<file path="config.mk">
export PLATFORM = sky130hd
export DESIGN_NAME = instr_decode_stage
export DESIGN_NICKNAME = d
export VERILOG_FILES = /design/src/rtl/instr_decode_stage.sv
export SDC_FILE = /design/constraint.sdc
export NUM_CORES = 2
export LEC_CHECK = 0
export ABC_CLOCK_PERIOD_IN_PS = 4000
export CORE_UTILIZATION = 45
export DETAILED_ROUTE_END_ITERATION = 10
export PLACE_DENSITY = 0.64
export SYNTH_ARGS = -nofsm -noshare
export SYNTH_HDL_FRONTEND = slang
export SYNTH_SLANG_ARGS = --single-unit
export TNS_END_PERCENT = 10
</file>
<file path="constraint.sdc">
create_clock -name i_clk -period 4 [get_ports i_clk]
set_input_delay 0.4 -clock i_clk [delete_from_list [all_inputs] [get_ports i_clk]]
set_output_delay 0.4 -clock i_clk [all_outputs]
set_load 0.01 [all_outputs]
</file>
<file path="src/rtl/instr_decode_stage.sv">
// ============================================================================
// Module  : instr_decode_stage
// Purpose : RV32I ID stage: regfile read with WB bypass, decode, ID/EX register.
// Revision: 1.0
// ============================================================================
`default_nettype none

module instr_decode_stage #(
    parameter int DATA_WIDTH = 32,
    parameter int REG_COUNT  = 32
) (
    input  logic                  i_clk,
    input  logic                  i_reset,
    input  logic                  i_if_valid,
    input  logic [31:0]           i_instr,
    input  logic [DATA_WIDTH-1:0] i_pc,
    input  logic                  i_stall,
    input  logic                  i_flush,
    input  logic                  i_wb_en,
    input  logic [4:0]            i_wb_rd,
    input  logic [DATA_WIDTH-1:0] i_wb_data,
    output logic                  o_valid,
    output logic [DATA_WIDTH-1:0] o_pc,
    output logic [DATA_WIDTH-1:0] o_rs1_data,
    output logic [DATA_WIDTH-1:0] o_rs2_data,
    output logic [DATA_WIDTH-1:0] o_imm,
    output logic [4:0]            o_rs1,
    output logic [4:0]            o_rs2,
    output logic [4:0]            o_rd,
    output logic [3:0]            o_alu_op,
    output logic                  o_alu_src,
    output logic [2:0]            o_funct3,
    output logic                  o_reg_write,
    output logic                  o_mem_read,
    output logic                  o_mem_write,
    output logic                  o_branch,
    output logic [1:0]            o_jump,
    output logic [1:0]            o_result_src,
    output logic                  o_illegal
);

    localparam logic [6:0] c_OP     = 7'b0110011;
    localparam logic [6:0] c_OP_IMM = 7'b0010011;
    localparam logic [6:0] c_LOAD   = 7'b0000011;
    localparam logic [6:0] c_STORE  = 7'b0100011;
    localparam logic [6:0] c_BRANCH = 7'b1100011;
    localparam logic [6:0] c_JAL    = 7'b1101111;
    localparam logic [6:0] c_JALR   = 7'b1100111;
    localparam logic [6:0] c_LUI    = 7'b0110111;
    localparam logic [6:0] c_AUIPC  = 7'b0010111;
    localparam logic [6:0] c_F7_ALT = 7'b0100000;

    localparam logic [3:0] c_ALU_ADD    = 4'd0;
    localparam logic [3:0] c_ALU_SUB    = 4'd1;
    localparam logic [3:0] c_ALU_SLL    = 4'd2;
    localparam logic [3:0] c_ALU_SLT    = 4'd3;
    localparam logic [3:0] c_ALU_SLTU   = 4'd4;
    localparam logic [3:0] c_ALU_XOR    = 4'd5;
    localparam logic [3:0] c_ALU_SRL    = 4'd6;
    localparam logic [3:0] c_ALU_SRA    = 4'd7;
    localparam logic [3:0] c_ALU_OR     = 4'd8;
    localparam logic [3:0] c_ALU_AND    = 4'd9;
    localparam logic [3:0] c_ALU_PASS_B = 4'd10;

    logic [DATA_WIDTH-1:0] regs_q [REG_COUNT];

    logic [6:0] w_opcode;
    logic [2:0] w_funct3;
    logic [6:0] w_funct7;
    logic [4:0] w_rs1;
    logic [4:0] w_rs2;
    logic [4:0] w_rd;
    assign w_opcode = i_instr[6:0];
    assign w_funct3 = i_instr[14:12];
    assign w_funct7 = i_instr[31:25];
    assign w_rs1    = i_instr[19:15];
    assign w_rs2    = i_instr[24:20];
    assign w_rd     = i_instr[11:7];

    logic [DATA_WIDTH-1:0] w_imm_i, w_imm_s, w_imm_b, w_imm_u, w_imm_j;
    assign w_imm_i = {{20{i_instr[31]}}, i_instr[31:20]};
    assign w_imm_s = {{20{i_instr[31]}}, i_instr[31:25], i_instr[11:7]};
    assign w_imm_b = {{19{i_instr[31]}}, i_instr[31], i_instr[7], i_instr[30:25], i_instr[11:8], 1'b0};
    assign w_imm_u = {i_instr[31:12], 12'h000};
    assign w_imm_j = {{11{i_instr[31]}}, i_instr[31], i_instr[19:12], i_instr[20], i_instr[30:21], 1'b0};

    // Writeback of the same cycle is forwarded so ID never reads a stale value.
    logic [DATA_WIDTH-1:0] w_rs1_data, w_rs2_data;
    assign w_rs1_data = (w_rs1 == 5'd0) ? '0 :
                        (i_wb_en && (i_wb_rd == w_rs1)) ? i_wb_data : regs_q[w_rs1];
    assign w_rs2_data = (w_rs2 == 5'd0) ? '0 :
                        (i_wb_en && (i_wb_rd == w_rs2)) ? i_wb_data : regs_q[w_rs2];

    logic                  w_legal;
    logic [DATA_WIDTH-1:0] w_imm;
    logic [3:0]            w_alu_op;
    logic                  w_alu_src;
    logic                  w_reg_write;
    logic                  w_mem_read;
    logic                  w_mem_write;
    logic                  w_branch;
    logic [1:0]            w_jump;
    logic [1:0]            w_result_src;
    logic [3:0]            w_f3_op;

    always_comb begin
        case (w_funct3)
            3'd0:    w_f3_op = c_ALU_ADD;
            3'd1:    w_f3_op = c_ALU_SLL;
            3'd2:    w_f3_op = c_ALU_SLT;
            3'd3:    w_f3_op = c_ALU_SLTU;
            3'd4:    w_f3_op = c_ALU_XOR;
            3'd5:    w_f3_op = c_ALU_SRL;
            3'd6:    w_f3_op = c_ALU_OR;
            default: w_f3_op = c_ALU_AND;
        endcase
    end

    always_comb begin
        w_legal      = 1'b1;
        w_imm        = '0;
        w_alu_op     = c_ALU_ADD;
        w_alu_src    = 1'b0;
        w_reg_write  = 1'b0;
        w_mem_read   = 1'b0;
        w_mem_write  = 1'b0;
        w_branch     = 1'b0;
        w_jump       = 2'd0;
        w_result_src = 2'd0;
        case (w_opcode)
            c_OP: begin
                w_reg_write = 1'b1;
                w_legal     = (w_funct7 == 7'd0) ||
                              ((w_funct7 == c_F7_ALT) && ((w_funct3 == 3'd0) || (w_funct3 == 3'd5)));
                if (w_funct7 == c_F7_ALT && w_funct3 == 3'd0)
                    w_alu_op = c_ALU_SUB;
                else if (w_funct7 == c_F7_ALT && w_funct3 == 3'd5)
                    w_alu_op = c_ALU_SRA;
                else
                    w_alu_op = w_f3_op;
            end
            c_OP_IMM: begin
                w_reg_write = 1'b1;
                w_alu_src   = 1'b1;
                w_imm       = w_imm_i;
                w_alu_op    = w_f3_op;
                // funct7 sits in the upper immediate bits only for shifts
                if (w_funct3 == 3'd1)
                    w_legal = (w_funct7 == 7'd0);
                else if (w_funct3 == 3'd5) begin
                    w_legal = (w_funct7 == 7'd0) || (w_funct7 == c_F7_ALT);
                    if (w_funct7 == c_F7_ALT)
                        w_alu_op = c_ALU_SRA;
                end
            end
            c_LOAD: begin
                w_legal      = (w_funct3 != 3'd3) && (w_funct3 != 3'd6) && (w_funct3 != 3'd7);
                w_imm        = w_imm_i;
                w_alu_src    = 1'b1;
                w_mem_read   = 1'b1;
                w_reg_write  = 1'b1;
                w_result_src = 2'd1;
            end
            c_STORE: begin
                w_legal     = (w_funct3 <= 3'd2);
                w_imm       = w_imm_s;
                w_alu_src   = 1'b1;
                w_mem_write = 1'b1;
            end
            c_BRANCH: begin
                w_legal  = (w_funct3 != 3'd2) && (w_funct3 != 3'd3);
                w_imm    = w_imm_b;
                w_alu_op = c_ALU_SUB;
                w_branch = 1'b1;
            end
            c_JAL: begin
                w_imm        = w_imm_j;
                w_alu_src    = 1'b1;
                w_jump       = 2'd1;
                w_reg_write  = 1'b1;
                w_result_src = 2'd2;
            end
            c_JALR: begin
                w_legal      = (w_funct3 == 3'd0);
                w_imm        = w_imm_i;
                w_alu_src    = 1'b1;
                w_jump       = 2'd2;
                w_reg_write  = 1'b1;
                w_result_src = 2'd2;
            end
            c_LUI: begin
                w_imm       = w_imm_u;
                w_alu_op    = c_ALU_PASS_B;
                w_alu_src   = 1'b1;
                w_reg_write = 1'b1;
            end
            c_AUIPC: begin
                w_imm       = w_imm_u;
                w_alu_src   = 1'b1;
                w_reg_write = 1'b1;
            end
            default: w_legal = 1'b0;
        endcase
        if (!w_legal) begin
            w_imm        = '0;
            w_alu_op     = c_ALU_ADD;
            w_alu_src    = 1'b0;
            w_reg_write  = 1'b0;
            w_mem_read   = 1'b0;
            w_mem_write  = 1'b0;
            w_branch     = 1'b0;
            w_jump       = 2'd0;
            w_result_src = 2'd0;
        end
        if (w_rd == 5'd0)
            w_reg_write = 1'b0;
    end

    always_ff @(posedge i_clk) begin
        if (i_reset) begin
            for (int k = 0; k < REG_COUNT; k++)
                regs_q[k] <= '0;
        end else if (i_wb_en && (i_wb_rd != 5'd0)) begin
            regs_q[i_wb_rd] <= i_wb_data;
        end
    end

    // Flush outranks stall; a NOP or invalid fetch only bubbles when not stalled.
    logic w_clear;
    assign w_clear = i_flush || (!i_stall && (!i_if_valid || (i_instr == 32'h0000_0000)));

    always_ff @(posedge i_clk) begin
        if (i_reset || w_clear) begin
            o_valid      <= 1'b0;
            o_pc         <= '0;
            o_rs1_data   <= '0;
            o_rs2_data   <= '0;
            o_imm        <= '0;
            o_rs1        <= '0;
            o_rs2        <= '0;
            o_rd         <= '0;
            o_alu_op     <= '0;
            o_alu_src    <= 1'b0;
            o_funct3     <= '0;
            o_reg_write  <= 1'b0;
            o_mem_read   <= 1'b0;
            o_mem_write  <= 1'b0;
            o_branch     <= 1'b0;
            o_jump       <= '0;
            o_result_src <= '0;
            o_illegal    <= 1'b0;
        end else if (!i_stall) begin
            o_valid      <= 1'b1;
            o_pc         <= i_pc;
            o_rs1_data   <= w_rs1_data;
            o_rs2_data   <= w_rs2_data;
            o_imm        <= w_imm;
            o_rs1        <= w_rs1;
            o_rs2        <= w_rs2;
            o_rd         <= w_rd;
            o_alu_op     <= w_alu_op;
            o_alu_src    <= w_alu_src;
            o_funct3     <= w_funct3;
            o_reg_write  <= w_reg_write;
            o_mem_read   <= w_mem_read;
            o_mem_write  <= w_mem_write;
            o_branch     <= w_branch;
            o_jump       <= w_jump;
            o_result_src <= w_result_src;
            o_illegal    <= !w_legal;
        end
    end

endmodule

`default_nettype wire

</file>
=== After elaboration in Yosys (flattened, before gate mapping) ===
Memory sizes are Yosys's and may differ from the RTL's.
Cells that the tools add are included.
W data, S select, Z words.

* Bits in registers: 161
* RAM bits: 1024
* Input bits: 107
* Output and inout port bits: 161
* Word-level logic and storage cells: 115
* Memories kept: 1

{| class="wikitable"
|+ Memories
! memory !! depth !! bits a word !! read ports !! clocked after Yosys merged registers in !! write ports !! RTL line !! RTL
|-
| regs_q || 32 || 32 || 2 || 0 || 32 || 65 || <nowiki>logic [DATA_WIDTH-1:0] regs_q [REG_COUNT];</nowiki>
|}

* Magnitude comparators: 1
* Equal/unequal tests: 22
* Multiplexer cells: 40
* Reduce and logical (&&, ||, !) cells: 33

{| class="wikitable"
|+ Operators by type and width
! kind !! number
|-
| $mux W32 || 6
|-
| $pmux W32 S5 || 1
|-
| $logic_not A32 Y1 || 1
|-
| $reduce_or A32 Y1 || 1
|-
| $eq A7 B6 Y1 const B || 4
|-
| $pmux W4 S7 || 1
|-
| $mux W4 || 6
|-
| $eq A7 B7 Y1 const B || 3
|-
| $mux W1 || 19
|-
| $pmux W4 S4 || 1
|-
| $logic_not A5 Y1 || 3
|-
| $eq A7 B5 Y1 const B || 2
|-
| $reduce_or A7 Y1 || 2
|-
| $eq A5 B5 Y1 || 2
|-
| $logic_and A1 B1 Y1 || 10
|-
| $eq A3 B3 Y1 const B || 3
|-
| $pmux W2 S2 || 2
|-
| $eq A7 B2 Y1 const B || 1
|-
| $logic_not A7 Y1 || 1
|-
| $pmux W1 S7 || 1
|-
| $eq A3 B2 Y1 const B || 2
|-
| $logic_or A1 B1 Y1 || 6
|-
| $ne A3 B2 Y1 const B || 2
|-
| $ne A3 B3 Y1 const B || 2
|-
| other kinds (9) || 14
|}

=== Longest topological paths before layout ===
* Depth in word-level cells: 7
* Gate-level depth with buffers: 12
* Depth with buffers taken out: 7

=== Worst setup path before layout ===
OpenSTA, ideal clock, no wires.

* Path kind: input to register
* Start point: input port i_instr[20]
* End point: register o_rs2_data[0]
* Setup time: 0.122 ns
* Data arrival time: 2.780 ns
* Required time: 3.878 ns
* Path slack: 1.098 ns
* Stages: 8
* Buffers on the path: 3
* Cell sequence: buf_2 -> buf_1 -> buf_1 -> mux4_2 -> mux4_2 -> inv_1 -> o22ai_1 -> a221o_1

* Longest elaborated chain between the ends: 5
* Elaborated cells on any way between the ends: 11
* Classes of those cells: 1 x eq/ne; 2 x mux; 7 x reduce/logical; 1 x memory

{| class="wikitable"
|+ RTL lines
! element !! RTL line !! RTL
|-
| start, declared || 15 || <nowiki>input logic [31:0] i_instr,</nowiki>
|-
| parallel branches: the longest is 5 deep, another holds $mem_v2 Z32 W32 || - ||
|-
| end signal, assigned || 256 || <nowiki>o_rs2_data <= w_rs2_data;</nowiki>
|-
| end, declared || 25 || <nowiki>output logic [DATA_WIDTH-1:0] o_rs2_data,</nowiki>
|}

Several ways; the timed one is not identified.
A chain may end at the register's enable or synchronous reset.

=== Worst setup path in the final report ===
* Start point: input port i_instr[31]
* End point: register o_rs2_data[22]

* Longest elaborated chain between the ends: 5

{| class="wikitable"
|+ RTL lines
! element !! RTL line !! RTL
|-
| $logic_not A32 Y1 || 230 || <nowiki>assign w_clear = i_flush || (!i_stall && (!i_if_valid || (i_instr == 32'h0000_0000)));</nowiki>
|-
| $logic_or A1 B1 Y1 || 230 ||
|-
| $logic_and A1 B1 Y1 || 230 ||
|-
| $logic_or A1 B1 Y1 || 230 ||
|-
| $logic_or A1 B1 Y1 || 233 || <nowiki>if (i_reset || w_clear) begin</nowiki>
|}

No other way between the ends.

==> metrics.cfg <==
[detailed_routing]
drt_iter0_markers=5681
routed_via_density=6.33
final_antenna_net_count=0
vias=39500
drtPass1Iterations=11
drt_wl_total_um=205000
drc_errors=80
avgRoutedWirePerCell_um=32.8

[timing]
fmax_mhz=330
skew_ps=24.2
slew_headroom_pct=11.4
finalCriticalPeriod_ps=3030
tightest_slew_ps=1330
tns_ps=0
rsz0062_at_grt=false
hold_viol=0
fin_crit_sh_pct=75.7
setup_viol=0
slew_viol_final=0

[synth]
synth-xor-area-share_pct=0.187
syn_avg_cell_area_um2=14.6
synth_top_family_by_area=multiplexers
yosysTopAreaCell=edfxtp_1
synth.most_common_cell=edfxtp_1
async_flop_share_pct=0
synth_flop_cell=edfxtp_1
postSynthCellCount=4168
synthTopCellsByCount=1024 x edfxtp_1, 995 x and2_1, 550 x mux4_2
synth-adder-area-share_pct=0
synth-simple-area-share_pct=13.1
synth_compound_area_share_pct=3.75
ys_ff_latch=1184
synthMuxAreaShare_pct=23.8
ys_seq_area_share_pct=55.9
synth_warnings=0
yosysTopAreaCellShare_pct=50.6
yosys-top-cells-area=edfxtp_1 51%, mux4_2 20%, and2_1 10%
synth.distinct_cells=57
synth_edf_count=1024
synth_area_um2=60800

[clocking]
post_cts_resized=0
cts-buffers-inserted=131
cts_hold_buffers=2
clk_path_buf_depth=3
cts_tree=yes
cts_setup_buffers=0
cts.sinks=1184
clk_pin_slew_worst_paths_ps=60
worstSkewPairLatency_ps=790
htree_levels=4
root_buffer=clkbuf_16

[setup_path]
r2r_start=regs_q[15][5]
critPathLaunchType=primary input
startpoint=i_instr[31]
r2r_cells=5
crit_type=primary input to flop
crit_path_end_kind=flop
worstPathArrival_ps=3680
r2r-end=o_rs1_data[5]
crit_required_ps=4660
crit_fanout=51
regToRegSetupSlack_ps=1860
crit_end=o_rs2_data[22]

[pwr]
ir_worst_vdd_v=0.000312
p_leak_uw=0.0247
power_uw=30200
powerDensity_nw_per_um2=426

[floorplan]
dieWidth_um=370
dieArea_um2=137000
rows=134
core_um2=134000
start_util_pct=45.4
io_pins=268
fp.dieH_um=370

[placement]
io_buffers=267
postPlaceCellArea_um2=66500
gp_congestion=0.898
dp_hpwl_um=126000

[final_layout]
final_area_um2=70800
syn_to_final_growth_pct=16.5
finalNetCount=4465
drive_above_1_share_pct=23.2
nFillCells=10900

[outcome]
status=finished with violations
violations=design-rule violations

[global_routing]
grt_pass1_wl_um=289000
grt_pass1_vias=38500
grt_max_degree=112
overflow=0
grt_antenna_before_repair=17
grtUsageTotal_pct=30.0

[min_path]
worstHoldPathType=primary input to flop

[flow_run]
cap_viol_max_count=0

==> per-stage QoR <==
step / setup WS, ps / std cells / hold slack, ps / utilization, %
2_1_floorplan: 1100 / 4199 / 463 / -
3_3_place_gp: 269 / 5991 / 437 / 49.7
3_5_place_dp: 276 / 5991 / 449 / 49.7
4_1_cts: 1090 / 6232 / 85.1 / 52.9
5_1_grt: 905 / 6234 / 141 / 52.9
6_report: 972 / 6237 / 130 / 52.9
==> critical path: stages <==
cell,delay [ps]
clkdlybuf4s50_1,550
or4_1,580
nor3_1,580
nand4_1,270
o41ai_4,410
nor2_4,40
buf_4,310
a221o_1,450
==> cell type report <==
class | count | area [um^2] | share of cell area (%)
multi-input combinational | 2510 | 25300 | 35.7
clock inverter | 55 | 579 | 0.818
inverter | 69 | 259 | 0.366
clock buffer | 184 | 3740 | 5.28
sequential | 1184 | 34000 | 47.9
timing repair buffer | 462 | 4810 | 6.79
antenna | 5 | 12.5 | 0.0177
tap | 1768 | 2210 | 3.12
==> per-layer routing <==
layer	vias up	wire length [um]	track usage [%]
met5	-	108	0
met4	16	7740	11.6
met3	441	24200	8.97
met2	2527	94900	46.5
met1	20300	77900	39.7
li1	16200	-	-
==> power breakdown <==
group	switching (uW)	internal [uW]	total, uW
logic	1940	1560	3510
registers	343	14000	14400
clock network	5190	7140	12300
==> layout by cell type, fill, tap and decap left out, types with 69 or more instances in the layout <==
master | synthesis | routed
mux2i_1 | 191 | 191
edfxtp_1 | 1024 | 1024
dfxtp_1 | 160 | 160
clkbuf_16 | 0 | 139
clkdlybuf4s50_1 | 0 | 257
nor2_1 | 121 | 87
nand2_1 | 109 | 108
inv_1 | 69 | 69
mux4_2 | 550 | 550
buf_4 | 1 | 143
and2_1 | 995 | 995
==> cells by family (layout without fill, tap and decap cells) <==
logic type	after synthesis	count (layout)
buffers and inverters	505	770
multiplexers	758	758
AND/OR/NAND/NOR	1373	1373
XOR/XNOR	13	13
flip-flops	1184	1184
other	1	37
AO/OA/AOI/OAI	334	334
==> how the worst min path moves through the flow <==
| stage | start | endpoint | slack [ps] | depth (start not counted) |
|---|---|---|---|---|
| CTS | i_instr[24] | o_rs2[4] | 90 | 3 |
| finish | i_instr[24] | o_rs2[4] | 130 | 3 |
| global placement | o_valid | o_valid | 440 | 2 |
| detailed placement | o_valid | o_valid | 450 | 2 |
| floorplan | o_rs1_data[0] | o_rs1_data[0] | 460 | 2 |
| global route | i_instr[22] | o_rs2[2] | 140 | 3 |
==> flip-flops by register name (all words and copies together), names as in the netlist <==
name,cells
o_alu_src,1
regs_q,1024
o_mem_write,1
o_imm,32
o_valid,1
o_illegal,1
o_rd,5
o_alu_op,4
o_branch,1
o_jump,2
o_result_src,2
o_reg_write,1
o_pc,32
o_rs1,5
o_funct3,3
o_rs2_data,32
o_rs1_data,32
o_rs2,5
Power figures use the tool's default switching activity.
